File: config.mk
export PLATFORM = sky130hd
export DESIGN_NAME = hazard_forward_ctrl
export DESIGN_NICKNAME = d
export VERILOG_FILES = /design/src/rtl/hazard_forward_ctrl_pkg.sv /design/src/rtl/hazard_forward_ctrl_cmp.sv /design/src/rtl/hazard_forward_ctrl.sv
export SDC_FILE = /design/constraint.sdc
export NUM_CORES = 1
export LEC_CHECK = 0
export CAP_MARGIN = 25
export CORE_UTILIZATION = 48
export DETAILED_ROUTE_END_ITERATION = 7
export PLACE_DENSITY = 0.8
export SYNTH_ARGS = -nofsm -noshare
export SYNTH_HDL_FRONTEND = slang
export SYNTH_SLANG_ARGS = --single-unit
File: constraint.sdc
create_clock -name clk -period 1.9 [get_ports clk]
set_input_delay 0.475 -clock clk [delete_from_list [all_inputs] [get_ports clk]]
set_output_delay 0.475 -clock clk [all_outputs]
set_load 0.05 [all_outputs]
File: src/rtl/hazard_forward_ctrl_pkg.sv
// Shared definitions for the IF/ID/EX/WB hazard and forwarding controller:
// operand-forward select encodings, register-address width, controller state
// type and the forward-priority helper.
package pipeline_defs;

    localparam int unsigned REG_W = 3;

    // EX-stage operand mux select encodings
    localparam logic [1:0] FWD_REGFILE = 2'b00;  // value read from register file
    localparam logic [1:0] FWD_EXWB    = 2'b01;  // ALU result of the instruction one ahead
    localparam logic [1:0] FWD_RETIRE  = 2'b10;  // final write data in the WB retire latch

    typedef enum logic [0:0] {
        RUN       = 1'b0,
        LOAD_WAIT = 1'b1
    } ctrl_state_t;

    // Younger producer (EX) wins over older (WB); a load in EX is never a
    // forward source because its data is not ready yet.
    function automatic logic [1:0] fwd_select(input logic match_ex,
                                              input logic ex_load,
                                              input logic match_wb);
        logic [1:0] sel;
        sel = FWD_REGFILE;
        if (match_ex && !ex_load) begin
            sel = FWD_EXWB;
        end else if (match_wb) begin
            sel = FWD_RETIRE;
        end
        return sel;
    endfunction

endpackage

File: src/rtl/hazard_forward_ctrl_cmp.sv
// hazard_cmp: per-source dependency comparator.
// Compares one ID source address against the EX and WB destination shadows.
// Ports:
//   src, src_used             source address and "instruction really reads it"
//   ex_rd/ex_we/ex_v/ex_load  EX shadow
//   wb_rd/wb_we/wb_v          WB shadow
//   match_ex, match_wb        write-enabled destination match in EX / WB
//   load_use                  source depends on a load still in EX
module hazard_cmp #(
    parameter int unsigned REG_W   = 3,
    parameter bit          R0_ZERO = 1'b0
) (
    input  logic [REG_W-1:0] src,
    input  logic             src_used,
    input  logic [REG_W-1:0] ex_rd,
    input  logic             ex_we,
    input  logic             ex_v,
    input  logic             ex_load,
    input  logic [REG_W-1:0] wb_rd,
    input  logic             wb_we,
    input  logic             wb_v,
    output logic             match_ex,
    output logic             match_wb,
    output logic             load_use
);

    logic src_live;

    // A hardwired-zero r0 never depends on anything
    assign src_live = src_used && !(R0_ZERO && (src == '0));

    assign match_ex = src_live && ex_v && ex_we && (ex_rd == src);
    assign match_wb = src_live && wb_v && wb_we && (wb_rd == src);
    assign load_use = match_ex && ex_load;

endmodule

File: src/rtl/hazard_forward_ctrl.sv
// hazard_forward_ctrl: hazard / forwarding controller for the 8-bit,
// 8-register IF/ID/EX/WB core.
// Ports:
//   clk, rst_n                         clock, async active-low reset
//   id_valid, id_rs1(_used), id_rs2(_used), id_rd, id_we, id_is_load
//                                      instruction currently in ID
//   flush                              taken branch in EX kills the ID instruction
//   stall_id                           hold PC and IF/ID latch
//   bubble_ex                          insert a NOP into ID/EX
//   freeze                             hold every pipeline latch (multi-cycle load)
//   fwd_sel_a, fwd_sel_b               registered EX operand source selects
module hazard_forward_ctrl #(
    parameter int unsigned REG_W    = pipeline_defs::REG_W,
    parameter int unsigned LOAD_LAT = 2,
    parameter bit          R0_ZERO  = 1'b0
) (
    input  logic             clk,
    input  logic             rst_n,
    input  logic             id_valid,
    input  logic [REG_W-1:0] id_rs1,
    input  logic             id_rs1_used,
    input  logic [REG_W-1:0] id_rs2,
    input  logic             id_rs2_used,
    input  logic [REG_W-1:0] id_rd,
    input  logic             id_we,
    input  logic             id_is_load,
    input  logic             flush,
    output logic             stall_id,
    output logic             bubble_ex,
    output logic             freeze,
    output logic [1:0]       fwd_sel_a,
    output logic [1:0]       fwd_sel_b
);

    import pipeline_defs::ctrl_state_t;
    import pipeline_defs::RUN;
    import pipeline_defs::LOAD_WAIT;
    import pipeline_defs::FWD_REGFILE;
    import pipeline_defs::fwd_select;

    localparam int unsigned CNT_W = 4;
    localparam logic [CNT_W-1:0] LAT_M1 = CNT_W'(LOAD_LAT - 1);

    ctrl_state_t      state_q, state_d;
    logic [CNT_W-1:0] cnt_q, cnt_d;
    logic             pend_q, pend_d;

    logic [REG_W-1:0] ex_rd_q, ex_rd_d;
    logic             ex_we_q, ex_we_d;
    logic             ex_load_q, ex_load_d;
    logic             ex_v_q, ex_v_d;
    logic [REG_W-1:0] wb_rd_q, wb_rd_d;
    logic             wb_we_q, wb_we_d;
    logic             wb_v_q, wb_v_d;

    logic [1:0]       fwd_a_q, fwd_a_d;
    logic [1:0]       fwd_b_q, fwd_b_d;

    logic a_match_ex, a_match_wb, a_load_use;
    logic b_match_ex, b_match_wb, b_load_use;
    logic freeze_c, flush_eff_c, load_use_c, bubble_c, stall_c, load_enter_c;

    hazard_cmp #(.REG_W(REG_W), .R0_ZERO(R0_ZERO)) u_cmp_a (
        .src      (id_rs1),
        .src_used (id_valid && id_rs1_used),
        .ex_rd    (ex_rd_q),
        .ex_we    (ex_we_q),
        .ex_v     (ex_v_q),
        .ex_load  (ex_load_q),
        .wb_rd    (wb_rd_q),
        .wb_we    (wb_we_q),
        .wb_v     (wb_v_q),
        .match_ex (a_match_ex),
        .match_wb (a_match_wb),
        .load_use (a_load_use)
    );

    hazard_cmp #(.REG_W(REG_W), .R0_ZERO(R0_ZERO)) u_cmp_b (
        .src      (id_rs2),
        .src_used (id_valid && id_rs2_used),
        .ex_rd    (ex_rd_q),
        .ex_we    (ex_we_q),
        .ex_v     (ex_v_q),
        .ex_load  (ex_load_q),
        .wb_rd    (wb_rd_q),
        .wb_we    (wb_we_q),
        .wb_v     (wb_v_q),
        .match_ex (b_match_ex),
        .match_wb (b_match_wb),
        .load_use (b_load_use)
    );

    // Stall/bubble decode: freeze dominates, then flush beats load-use
    always_comb begin
        freeze_c     = (state_q == LOAD_WAIT);
        flush_eff_c  = !freeze_c && (flush || pend_q);
        load_use_c   = a_load_use || b_load_use;
        bubble_c     = !freeze_c && (flush_eff_c || load_use_c);
        stall_c      = freeze_c || (!flush_eff_c && load_use_c);
        load_enter_c = !freeze_c && id_valid && !bubble_c && id_is_load;
    end

    assign freeze    = freeze_c;
    assign stall_id  = stall_c;
    assign bubble_ex = bubble_c;
    assign fwd_sel_a = fwd_a_q;
    assign fwd_sel_b = fwd_b_q;

    // Next state for shadows, forward selects, pending flush and load FSM
    always_comb begin
        state_d   = state_q;
        cnt_d     = cnt_q;
        pend_d    = pend_q;
        ex_rd_d   = ex_rd_q;
        ex_we_d   = ex_we_q;
        ex_load_d = ex_load_q;
        ex_v_d    = ex_v_q;
        wb_rd_d   = wb_rd_q;
        wb_we_d   = wb_we_q;
        wb_v_d    = wb_v_q;
        fwd_a_d   = fwd_a_q;
        fwd_b_d   = fwd_b_q;

        if (!freeze_c) begin
            wb_rd_d   = ex_rd_q;
            wb_we_d   = ex_we_q;
            wb_v_d    = ex_v_q;
            ex_rd_d   = id_rd;
            ex_we_d   = id_we;
            ex_load_d = id_is_load;
            ex_v_d    = id_valid && !bubble_c;
            pend_d    = 1'b0;
            if (bubble_c) begin
                fwd_a_d = FWD_REGFILE;
                fwd_b_d = FWD_REGFILE;
            end else begin
                fwd_a_d = fwd_select(a_match_ex, ex_load_q, a_match_wb);
                fwd_b_d = fwd_select(b_match_ex, ex_load_q, b_match_wb);
            end
        end else if (flush) begin
            // Branch resolved while frozen: remember it for the first free cycle
            pend_d = 1'b1;
        end

        case (state_q)
            RUN: begin
                if ((LOAD_LAT > 1) && load_enter_c) begin
                    state_d = LOAD_WAIT;
                    cnt_d   = LAT_M1;
                end
            end
            LOAD_WAIT: begin
                if (cnt_q <= CNT_W'(1)) begin
                    state_d = RUN;
                    cnt_d   = '0;
                end else begin
                    cnt_d = cnt_q - CNT_W'(1);
                end
            end
            default: begin
                state_d = RUN;
                cnt_d   = '0;
            end
        endcase
    end

    // State registers
    always_ff @(posedge clk or negedge rst_n) begin
        if (!rst_n) begin
            state_q   <= RUN;
            cnt_q     <= '0;
            pend_q    <= 1'b0;
            ex_rd_q   <= '0;
            ex_we_q   <= 1'b0;
            ex_load_q <= 1'b0;
            ex_v_q    <= 1'b0;
            wb_rd_q   <= '0;
            wb_we_q   <= 1'b0;
            wb_v_q    <= 1'b0;
            fwd_a_q   <= FWD_REGFILE;
            fwd_b_q   <= FWD_REGFILE;
        end else begin
            state_q   <= state_d;
            cnt_q     <= cnt_d;
            pend_q    <= pend_d;
            ex_rd_q   <= ex_rd_d;
            ex_we_q   <= ex_we_d;
            ex_load_q <= ex_load_d;
            ex_v_q    <= ex_v_d;
            wb_rd_q   <= wb_rd_d;
            wb_we_q   <= wb_we_d;
            wb_v_q    <= wb_v_d;
            fwd_a_q   <= fwd_a_d;
            fwd_b_q   <= fwd_b_d;
        end
    end

endmodule
Word level (Yosys, flattened, before mapping)
Cells that the tools add are included.

word-level totals
  bits of input ports = 17
  register bits after elaboration = 21
  output and inout port bits = 7
  logic and storage cells = 68

operators by class
  bitwise operators = 1
  equal/unequal tests = 6
  magnitude comparators = 1
  reduce and logical (&&, ||, !) cells = 33
  muxes and demuxes = 14
  $add $sub $neg = 1

operators with widths
  operator                                                        number
  logical AND 1 bit                                               25
  equality test 3 bit                                             4
  two-way mux 2 bit                                               6
  two-way mux 4 bit                                               2
  case mux 4 bit (2 select lines)                                 1
  less-or-equal comparator 4 x 1 -> 1 bit, second input constant  1
  logical NOT 1 bit                                               4
  logical OR 1 bit                                                4
  two-way mux 1 bit                                               4
  != test 2 bit, second input constant                            2
  subtractor 4 x 1 -> 4 bit, second input constant                1
  case mux 1 bit (2 select lines)                                 1
  NOT 1 bit                                                       1

Logic depth before layout (Yosys ltp)
Gate-level depths: netlist of the first run.

  depth in word-level cells = 13
  gate-level depth with buffers = 5
  mapped depth without buffers = 5

Modules after synthesis
From an unflattened synthesis of the first run, not the netlist that was laid out.

second synthesis, totals
  cell total of the unflattened synthesis = 95
  area, all modules = 1102.3 µm²

modules (own cells, without submodules)
  module               area an instance (µm²)  cells each  sequential area each (µm²)  instances
  hazard_forward_ctrl  919.6                   71          525.5                       1
  hazard_cmp           91.3                    12          0.0                         2

Least setup slack after synthesis of the first run
OpenSTA, ideal clock, no wires.

  kind = input to output
  from = input port id_rs1[0]
  to = output port stall_id
  stages = 4
  buffers on the path = 0
  arrival time = 2.402 ns
  path slack = -0.977 ns
  required time = 1.425 ns
  cell sequence = xor2_1 -> nor4_2 -> o21ai_2 -> o31ai_1

between the ends
  longest elaborated chain between the ends = 6

RTL lines
  what                 line                           RTL
  start, declared      hazard_forward_ctrl.sv:20      input logic [REG_W-1:0] id_rs1,
  equality test 3 bit  hazard_forward_ctrl_cmp.sv:32  assign match_ex = src_live && ex_v && ex_we && (ex_rd == src);
  logical AND 1 bit    hazard_forward_ctrl_cmp.sv:32
  logical AND 1 bit    hazard_forward_ctrl_cmp.sv:34  assign load_use = match_ex && ex_load;
  logical OR 1 bit     hazard_forward_ctrl.sv:97      load_use_c = a_load_use || b_load_use;
  logical AND 1 bit    hazard_forward_ctrl.sv:99      stall_c = freeze_c || (!flush_eff_c && load_use_c);
  logical OR 1 bit     hazard_forward_ctrl.sv:99
  end, declared        hazard_forward_ctrl.sv:28      output logic stall_id,

Every way passes these cells.

Worst setup path after layout of the first run
  from = input port id_valid
  to = output port stall_id

between the ends
  longest elaborated chain between the ends = 8
  elaborated cells on any way between the ends = 13
  those cells by class = reduce/logical (13)

RTL lines
  what                                         line                                                  RTL
  start, declared                              hazard_forward_ctrl.sv:19                             input logic id_valid,
  logical AND 1 bit, on equally long branches  hazard_forward_ctrl.sv:65, hazard_forward_ctrl.sv:80
  logical AND 1 bit (3 in series)              hazard_forward_ctrl_cmp.sv:32
  logical AND 1 bit                            hazard_forward_ctrl_cmp.sv:34
  logical OR 1 bit (*)                         hazard_forward_ctrl.sv:97
  logical AND 1 bit (*)                        hazard_forward_ctrl.sv:99
  logical OR 1 bit (*)                         hazard_forward_ctrl.sv:99

Every way passes the cells marked *; elsewhere a longest branch is shown, timed or not.

==> impl_metrics.yaml, run 1 <==
logic_synthesis:
  yosysMostFrequentCell: "dfrtp_1"
  synth_top_family_by_area: "compound AO/OA/AOI/OAI gates"
  syn_avg_cell_area_um2: 12.1
  synth-simple-area-share: 0.108
  synth_edf_count: 0
  syn_nets: 106
  synth-async-reset-ratio: 1.00
  synthTopCellsByArea: "dfrtp_1 (50%), mux2_2 (11%), xor2_1 (8.3%)"
  synthCells: 87
  synth_fa_ha_area_frac: 0.0238
  synth_cell_types: 26
  ys_warn_count: 0
  synth_area_um2: 1050
  ys_ff_latch: 21
  synth_top_cell_by_area: "dfrtp_1"
  synth_top_area_share: 0.499
  synth_xor_area_frac: 0.116
  synth_common_cells: "dfrtp_1 (21), mux2_2 (10), xor2_1 (10)"
  synth_compound_area_frac: 0.127
  ys.flop_type: "dfrtp_1"
  yosysSeqAreaShare: 0.499
  synthMuxAreaShare: 0.107
finish:
  multi_input_area_um2: 557
  stdcell_count: 158
  n_fill_cell: 138
  nets: 151
  area_growth_pct: 46.1
  final_layout_size_suffix_gt1_frac: 0.382
  seqCellArea_um2: 527
  stdcell_area_um2: 1540
  diodes: 0
timing:
  setup_violations: 2
  slew_viol_final: 0
  min_period_ns: 2.28
  timing.final.ws_setup_ns: -0.377
  finalHoldViolations: 0
  rsz0062_at_grt: "yes"
  worst_pin_slew_ns: 0.659
  finClkSkew_ns: 0.00230
  fmax_ghz: 0.439
  period_share: 1.20
  max_slew_margin: 0.557
  fin_setup_tns_ns: -0.719
  hold_slack_ns: 0.500
global_route:
  grt_max_degree: 22
  antenna_found_initial: 0
  track_usage: 0.235
  grt_overflow: 0
  grt_pass1_wl_um: 4240
  grt_pass1_vias: 942
route:
  avgViaCountPerCell: 5.56
  routed_wl_um: 2480
  wire_per_inst_um: 15.7
  drt_iter0_drc: 19
  first_pass_iters: 4
  drc: 0
  dr_total_vias: 878
  ant_nets: 0
setup_path:
  rr_endpoint: "cnt_q[3]"
  crit_type: "in -> out"
  start_kind: "input port"
  worstPathRequired_ns: 1.42
  r2r_cells: 6
  worst-path-max-fanout: 5
  endpoint_kind: "output pin"
  r2r-start: "ex_rd_q[2]"
  cp_data_arrival_time_ns: 1.80
  reg2reg_slack_ns: 0.12
clock_tree:
  clkTransAtPathRegs_ns: 0.12
  cts-buffers-inserted: 3
  h-tree-depth: 1
  cts_tree: "yes"
  ctsLongestPathBuffers: 2
  cts.sinks: 21
  clk_latency_ns: 0.30
  root_buffer: "clkbuf_4"
die:
  die_x_um: 48.9
  num_rows: 16
  core_area_um2: 2020
  ios: 24
  die_area_um2: 2390
  die_h_um: 48.9
  start_util: 0.521
power:
  p_leak_uw: 0.000673
  p_per_area_nw_per_um2: 1240
  p_total_uw: 1900
  vdd_ir_drop_max_uv: 747
placement:
  gp_congestion: 0.832
  numPlacedInstances: 151
  portBuffers: 23
  postPlaceCellArea_um2: 1470
  hpwl_um: 1880
status:
  violations: "negative setup slack"
  status: "complete, but fails checks"
hold_path:
  worst_hold_path_type: "in -> async"
flow_run:
  cap_violations: 0
## cells in the final DEF, fill, tap and decap left out, types with 3 or more instances in the layout
| cell | instances |
|---|---|
| buf_4 | 23 |
| dfrtp_1 | 20 |
| mux2_2 | 10 |
| dlygate4sd2_1 | 8 |
| xor2_1 | 7 |
| clkdlybuf4s50_1 | 7 |
| nand4_1 | 4 |
| xnor2_1 | 4 |
| inv_1 | 3 |
| nor2_1 | 3 |
| xor2_2 | 3 |
| nand2_1 | 3 |
| nor4_1 | 3 |
| o2bb2ai_1 | 3 |
| clkbuf_4 | 3 |
| buf_12 | 3 |
## layout make-up
cell class	count	area share
inverter	3	0.00732
sequential	21	0.342
clock buffer	3	0.0146
timing repair buffer	42	0.249
multi-input combinational	61	0.362
tap	27	0.0220
clock inverter	1	0.00325
## timing repair
item                       CTS  global route
buffers inserted             1             2
resized for setup           14             1
setup endpoints to repair    6             2
pin swaps                    8             5
hold buffers                 0             0
## layer usage
layer  wire length, µm  vias up  global-route usage
li1                  -      406                   -
met2              1330       27               0.438
met4                34        0              0.0833
met1              1020      441               0.272
met3                93        4              0.0343
met5                 0        -                   0
## worst max-delay path, stage by stage
cell	delay (ns)
clkdlybuf4s15_1	0.26
nand4_1	0.18
nor4_4	0.35
o21ai_2	0.13
o31ai_4	0.22
buf_12	0.17
## logic make-up (layout without fill, tap and decap cells)
logic type,after synthesis,in the layout
flops,21,21
compound gates,16,16
simple gates,19,19
mux,10,10
fa+ha+maj,2,2
xor+xnor,14,14
buf+inv,5,49
## how the worst max path moves through the flow
| stage | startpoint | endpoint | slack [ns] | cells past startpoint |
|---|---|---|---|---|
| 2_1_floorplan | id_rs1[0] | bubble_ex | -0.32 | 4 |
| 3_3_place_gp | id_rs1[0] | stall_id | -0.57 | 6 |
| 3_5_place_dp | id_rs1[0] | stall_id | -0.60 | 6 |
| 4_1_cts | ex_rd_q[2] | stall_id | -0.42 | 5 |
| 5_1_grt | ex_rd_q[2] | stall_id | -0.48 | 5 |
| 6_report | id_valid | stall_id | -0.38 | 6 |
## report_power, final
group / switching (µW) / internal (µW) / total (µW)
Sequential: 161 / 596 / 757
Combinational: 460 / 472 / 931
Clock: 135 / 78.4 / 213
## registers in the layout, indices dropped and copies added, names as in the netlist
register	cells
cnt_q	4
wb_rd_q	3
ex_load_q	1
fwd_sel_b	2
pend_q	1
wb_we_q	1
fwd_sel_a	2
wb_v_q	1
ex_rd_q	3
freeze	1
ex_we_q	1
ex_v_q	1
## per-stage QoR
| stage | setup WS [ns] | util |
|---|---|---|
| after floorplan | -0.315 | - |
| after global placement | -0.572 | 0.725 |
| after detailed placement | -0.599 | 0.725 |
| after CTS | -0.417 | 0.753 |
| after global routing | -0.479 | 0.761 |
| final | -0.377 | 0.761 |
(Power assumes the default switching activity.)
==> inputs of run 2 (changes only) <==
- RECOVER_POWER: unset -> 50
==> run 2 against run 1 <==
- the run still ends with negative setup slack left
- via count unchanged
- combinational power shrank 0.9%
- global-route usage unchanged
==> impl_metrics.yaml, run 2 (same netlist as run 1, synthesis figures left out) <==
global_route:
  antenna_found_initial: 0
  track_usage: 0.235
  grt_max_degree: 22
  grt_pass1_wl_um: 4240
  grt_overflow: 0
  grt_pass1_vias: 942
placement:
  place_ws_ns: -0.599
  numPlacedInstances: 151
  hpwl_um: 1880
  gp_congestion: 0.832
  portBuffers: 23
finish:
  nets: 151
  top_regs: "cnt_q (4), ex_rd_q (3), wb_rd_q (3)"
  seqCellArea_um2: 527
  final_cell_mix: "buf_4 (21), dfrtp_1 (20), mux2_2 (10)"
  regMostFlops: "cnt_q"
  diodes: 0
  final_util: 0.757
  area_growth_pct: 45.4
  largest_register_ffs: 4
  stdcell_count: 158
  n_fill_cell: 141
  layout_commonest_cell: "buf_4"
  multi_input_area_um2: 557
  final_layout_size_suffix_gt1_frac: 0.366
clock_tree:
  cts.sinks: 21
  cts-buffers-inserted: 3
  h-tree-depth: 1
  clkTransAtPathRegs_ns: 0.12
  cts_tree: "yes"
  cts_hold_buf: 0
  ctsLongestPathBuffers: 2
  clk_latency_ns: 0.30
  root_buffer: "clkbuf_4"
setup_path:
  crit_family: "simple AND/OR/NAND/NOR gates"
  cp_slowest_stage_delay_ns: 0.35
  cp_data_arrival_time_ns: 1.81
  path_cells: "clkdlybuf4s15_1 > nand4_1 > nor4_4 > o21ai_2 > o31ai_4 > buf_12"
  worst-path-max-fanout: 5
  crit_type: "in -> out"
  cp_num_buf_inv: 2
  worstPathRequired_ns: 1.42
  start_kind: "input port"
  endpoint_kind: "output pin"
  crit_path_top_delay_cell: "nor4_4"
timing:
  min_period_ns: 2.28
  finClkSkew_ns: 0.00226
  slew_viol_final: 0
  max_slew_margin: 0.256
  setup_violations: 2
  rsz0062_at_grt: "yes"
  finalHoldViolations: 0
  period_share: 1.20
  worst_pin_slew_ns: 1.12
  timing.final.ws_setup_ns: -0.384
  fmax_ghz: 0.438
  fin_setup_tns_ns: -0.736
route:
  wire_per_inst_um: 15.7
  first_pass_iters: 4
  dr_total_vias: 878
  drc: 0
  drt_iter0_drc: 18
  avgViaCountPerCell: 5.56
  ant_nets: 0
  routed_wl_um: 2490
hold_path:
  worst_hold_path_type: "reg -> reg"
die:
  ios: 24
  die_x_um: 48.9
  num_rows: 16
  die_h_um: 48.9
  die_area_um2: 2390
  start_util: 0.521
  core_area_um2: 2020
power:
  p_total_uw: 1890
  p_per_area_nw_per_um2: 1240
  vdd_ir_drop_max_uv: 747
  p_leak_uw: 0.000665
status:
  status: "complete, but fails checks"
  violations: "negative setup slack"
flow_run:
  cap_violations: 0
run 2: path summary, 6_finish.rpt:
| path | from | endpoint | slack (ns) | cells after the start |
|---|---|---|---|---|
| setup reg to reg | ex_rd_q[2] | cnt_q[3] | 0.12 | 6 |
| hold / removal | fwd_sel_a[1] | fwd_sel_a[1] | 0.51 | 1 |
| max in group asynchronous | rst_n | ex_rd_q[1] | 0.27 | 2 |
| hold reg to reg | fwd_sel_a[1] | fwd_sel_a[1] | 0.51 | 1 |
| min in group asynchronous | rst_n | wb_rd_q[2] | 0.89 | 2 |
| setup / recovery | id_valid | stall_id | -0.38 | 6 |
run 2: area by class of cell:
type	count	share of cell area
Multi-Input combinational cell	61	0.364
Clock buffer	3	0.0147
Tap cell	27	0.0221
Clock inverter	1	0.00327
Timing Repair Buffer	42	0.245
Inverter	3	0.00735
Sequential cell	21	0.344
run 2: per-layer routing:
metal / GRT usage / up-vias / part of all wire
met3: 0.0343 / 4 / 0.039
li1: - / 406 / -
met4: 0.0833 / 0 / 0.014
met1: 0.272 / 439 / 0.41
met5: 0 / - / 0
met2: 0.438 / 29 / 0.54
run 2: metrics by stage:
step / hold WS, ns / instance area (µm²)
4_1_cts: 0.510 / 1520
3_5_place_dp: 0.490 / 1470
5_1_grt: 0.554 / 1530
2_1_floorplan: 0.179 / 1070
3_3_place_gp: 0.485 / 1470
6_report: 0.514 / 1530
run 2: worst register-to-register path: stages (launching register included):
cell and delay [ns]:
dfrtp_1 0.42, xor2_1 0.17, nor4_2 0.35, o21ai_2 0.15
buf_4 0.17, a41oi_2 0.27, o2bb2ai_1 0.16
run 2: what timing repair did:
action | CTS | global route
pin swaps | 8 | 5
buffers inserted | 1 | 2
setup endpoints to repair | 6 | 2
resized for setup | 14 | 1
cloned | 0 | 0
run 2: power breakdown:
group	internal [µW]	total (µW)	leakage [µW]	switching, µW
registers	596	757	0.000265	161
logic	463	923	0.000383	460
clock network	78.4	214	0.0000177	135
==> inputs of run 3 (changes only) <==
- PLACE_DENSITY: 0.8 -> 0.82
- TNS_END_PERCENT: unset -> 100
==> run 3 against run 2 <==
- the flow still finishes with violations (negative setup slack)
- via count up 1.3%
- flip-flop and latch count unchanged
- cell count up 0.63%
- sequential power up 2%
- clock skew down 0.0014 ns
- count of clock-buffer cells in the layout unchanged
- fmax down 2.8%
- utilization up 1.6 points
- cell area up 2.1%
- critical path type unchanged
- largest cell class unchanged
==> impl_metrics.yaml, run 3 (same netlist as run 1, synthesis figures left out) <==
finish:
  top_regs: "cnt_q (4), ex_rd_q (3), wb_rd_q (3)"
  final_util: 0.774
  diodes: 0
  final_cell_mix: "buf_4 (22), dfrtp_1 (19), mux2_2 (10)"
  stdcell_count: 159
  largest_register_ffs: 4
  final_layout_size_suffix_gt1_frac: 0.394
  nets: 152
  area_growth_pct: 48.5
  n_fill_cell: 133
  layout_commonest_cell: "buf_4"
  regMostFlops: "cnt_q"
power:
  p_total_uw: 1910
  p_per_area_nw_per_um2: 1220
  swShare: 0.401
  clkPwrFrac: 0.115
  p_seq_frac: 0.404
  intPower_uw: 1140
  p_switching_uw: 766
  p_comb_frac: 0.481
  vdd_ir_drop_max_uv: 781
  p_leak_uw: 0.000674
clock_tree:
  cts-buffers-inserted: 3
  cts_hold_buf: 0
  clkTransAtPathRegs_ns: 0.11
  cts_tree: "yes"
  ctsLongestPathBuffers: 2
  clk_latency_ns: 0.31
  h-tree-depth: 1
  root_buffer: "clkbuf_4"
  cts.sinks: 21
route:
  first_pass_iters: 4
  ant_nets: 0
  avgViaCountPerCell: 5.59
  drc: 0
  routed_wl_um: 2510
  drt_iter0_drc: 20
  wire_per_inst_um: 15.8
  dr_total_vias: 889
hold_path:
  hp-start: "fwd_sel_a[1]"
  worst_hold_path_type: "reg -> reg"
global_route:
  grt_pass1_wl_um: 4380
  grt_max_degree: 22
  grt_pass1_vias: 960
  grt_overflow: 0
  track_usage: 0.246
  antenna_found_initial: 0
timing:
  min_period_ns: 2.35
  max_slew_margin: 0.284
  worst_pin_slew_ns: 1.07
  finClkSkew_ns: 0.000816
  period_share: 1.24
  timing.final.ws_setup_ns: -0.450
  setup_violations: 2
  finalHoldViolations: 0
  fmax_ghz: 0.425
  slew_viol_final: 0
  hold_slack_ns: 0.512
  rsz0062_at_grt: "yes"
die:
  die_x_um: 48.9
  core_area_um2: 2020
  die_h_um: 48.9
  ios: 24
  die_area_um2: 2390
  start_util: 0.521
  num_rows: 16
setup_path:
  worstPathRequired_ns: 1.42
  endpoint_kind: "output pin"
  worst_setup_path_startpoint: "id_rs1[0]"
  reg2reg_slack_ns: 0.12
  crit_type: "in -> out"
  cp_data_arrival_time_ns: 1.88
  r2r-start: "ex_rd_q[0]"
  start_kind: "input port"
  worst-path-max-fanout: 3
status:
  status: "complete, but fails checks"
  violations: "negative setup slack"
placement:
  gp_congestion: 0.837
  numPlacedInstances: 151
  place_ws_ns: -0.649
  hpwl_um: 1880
  portBuffers: 23
flow_run:
  cap_violations: 0
[run 3: final timing paths]
kind / endpoint / cells after the start
setup / recovery: stall_id / 6
hold / removal: fwd_sel_a[1] / 1
setup reg to reg: cnt_q[1] / 6
hold reg to reg: fwd_sel_a[1] / 1
max in group asynchronous: ex_rd_q[0] / 2
min in group asynchronous: ex_rd_q[2] / 2
[run 3: routing by layer]
layer	wire [µm]	GRT usage	vias to the layer above
met3	86	0.0436	6
met5	0	0	-
met4	66	0.127	0
met1	1020	0.276	450
met2	1330	0.442	24
li1	-	-	409
[run 3: power groups by stage]
stage	clock network, µW	logic, µW	registers, µW
finish	219	918	772
global route	246	996	791
CTS	227	922	767
detailed placement	0	867	769
global placement	0	824	752
floorplan	0	525	760
[run 3: critical path, cell delays in order]
cell and delay, ns:
dlygate4sd2_1 0.27, xor2_2 0.20, nor4_4 0.34, o21ai_2 0.15, o31ai_4 0.27, buf_12 0.17
[run 3: cell type report]
cell class,instances,area [µm²],share of cell area
sequential,21,528,0.338
multi-input combinational,61,581,0.371
inverter,3,11.3,0.00720
clock inverter,1,5.00,0.00320
clock buffer,3,22.5,0.0144
timing repair buffer,43,383,0.245
tap,27,33.8,0.0216
[run 3: through the flow]
stage          area [µm²]  TNS, ns
2_1_floorplan        1070   -0.625
3_3_place_gp         1470    -3.06
3_5_place_dp         1470    -3.99
4_1_cts              1560   -0.814
5_1_grt              1560   -0.988
6_report             1560   -0.828
[run 3: repair_timing]
action,4_1_cts,5_1_grt
pin swaps,8,2
hold endpoints to repair,0,0
gates cloned,0,0
gates resized for setup,19,0
setup buffers,3,1
setup endpoints to repair,6,2
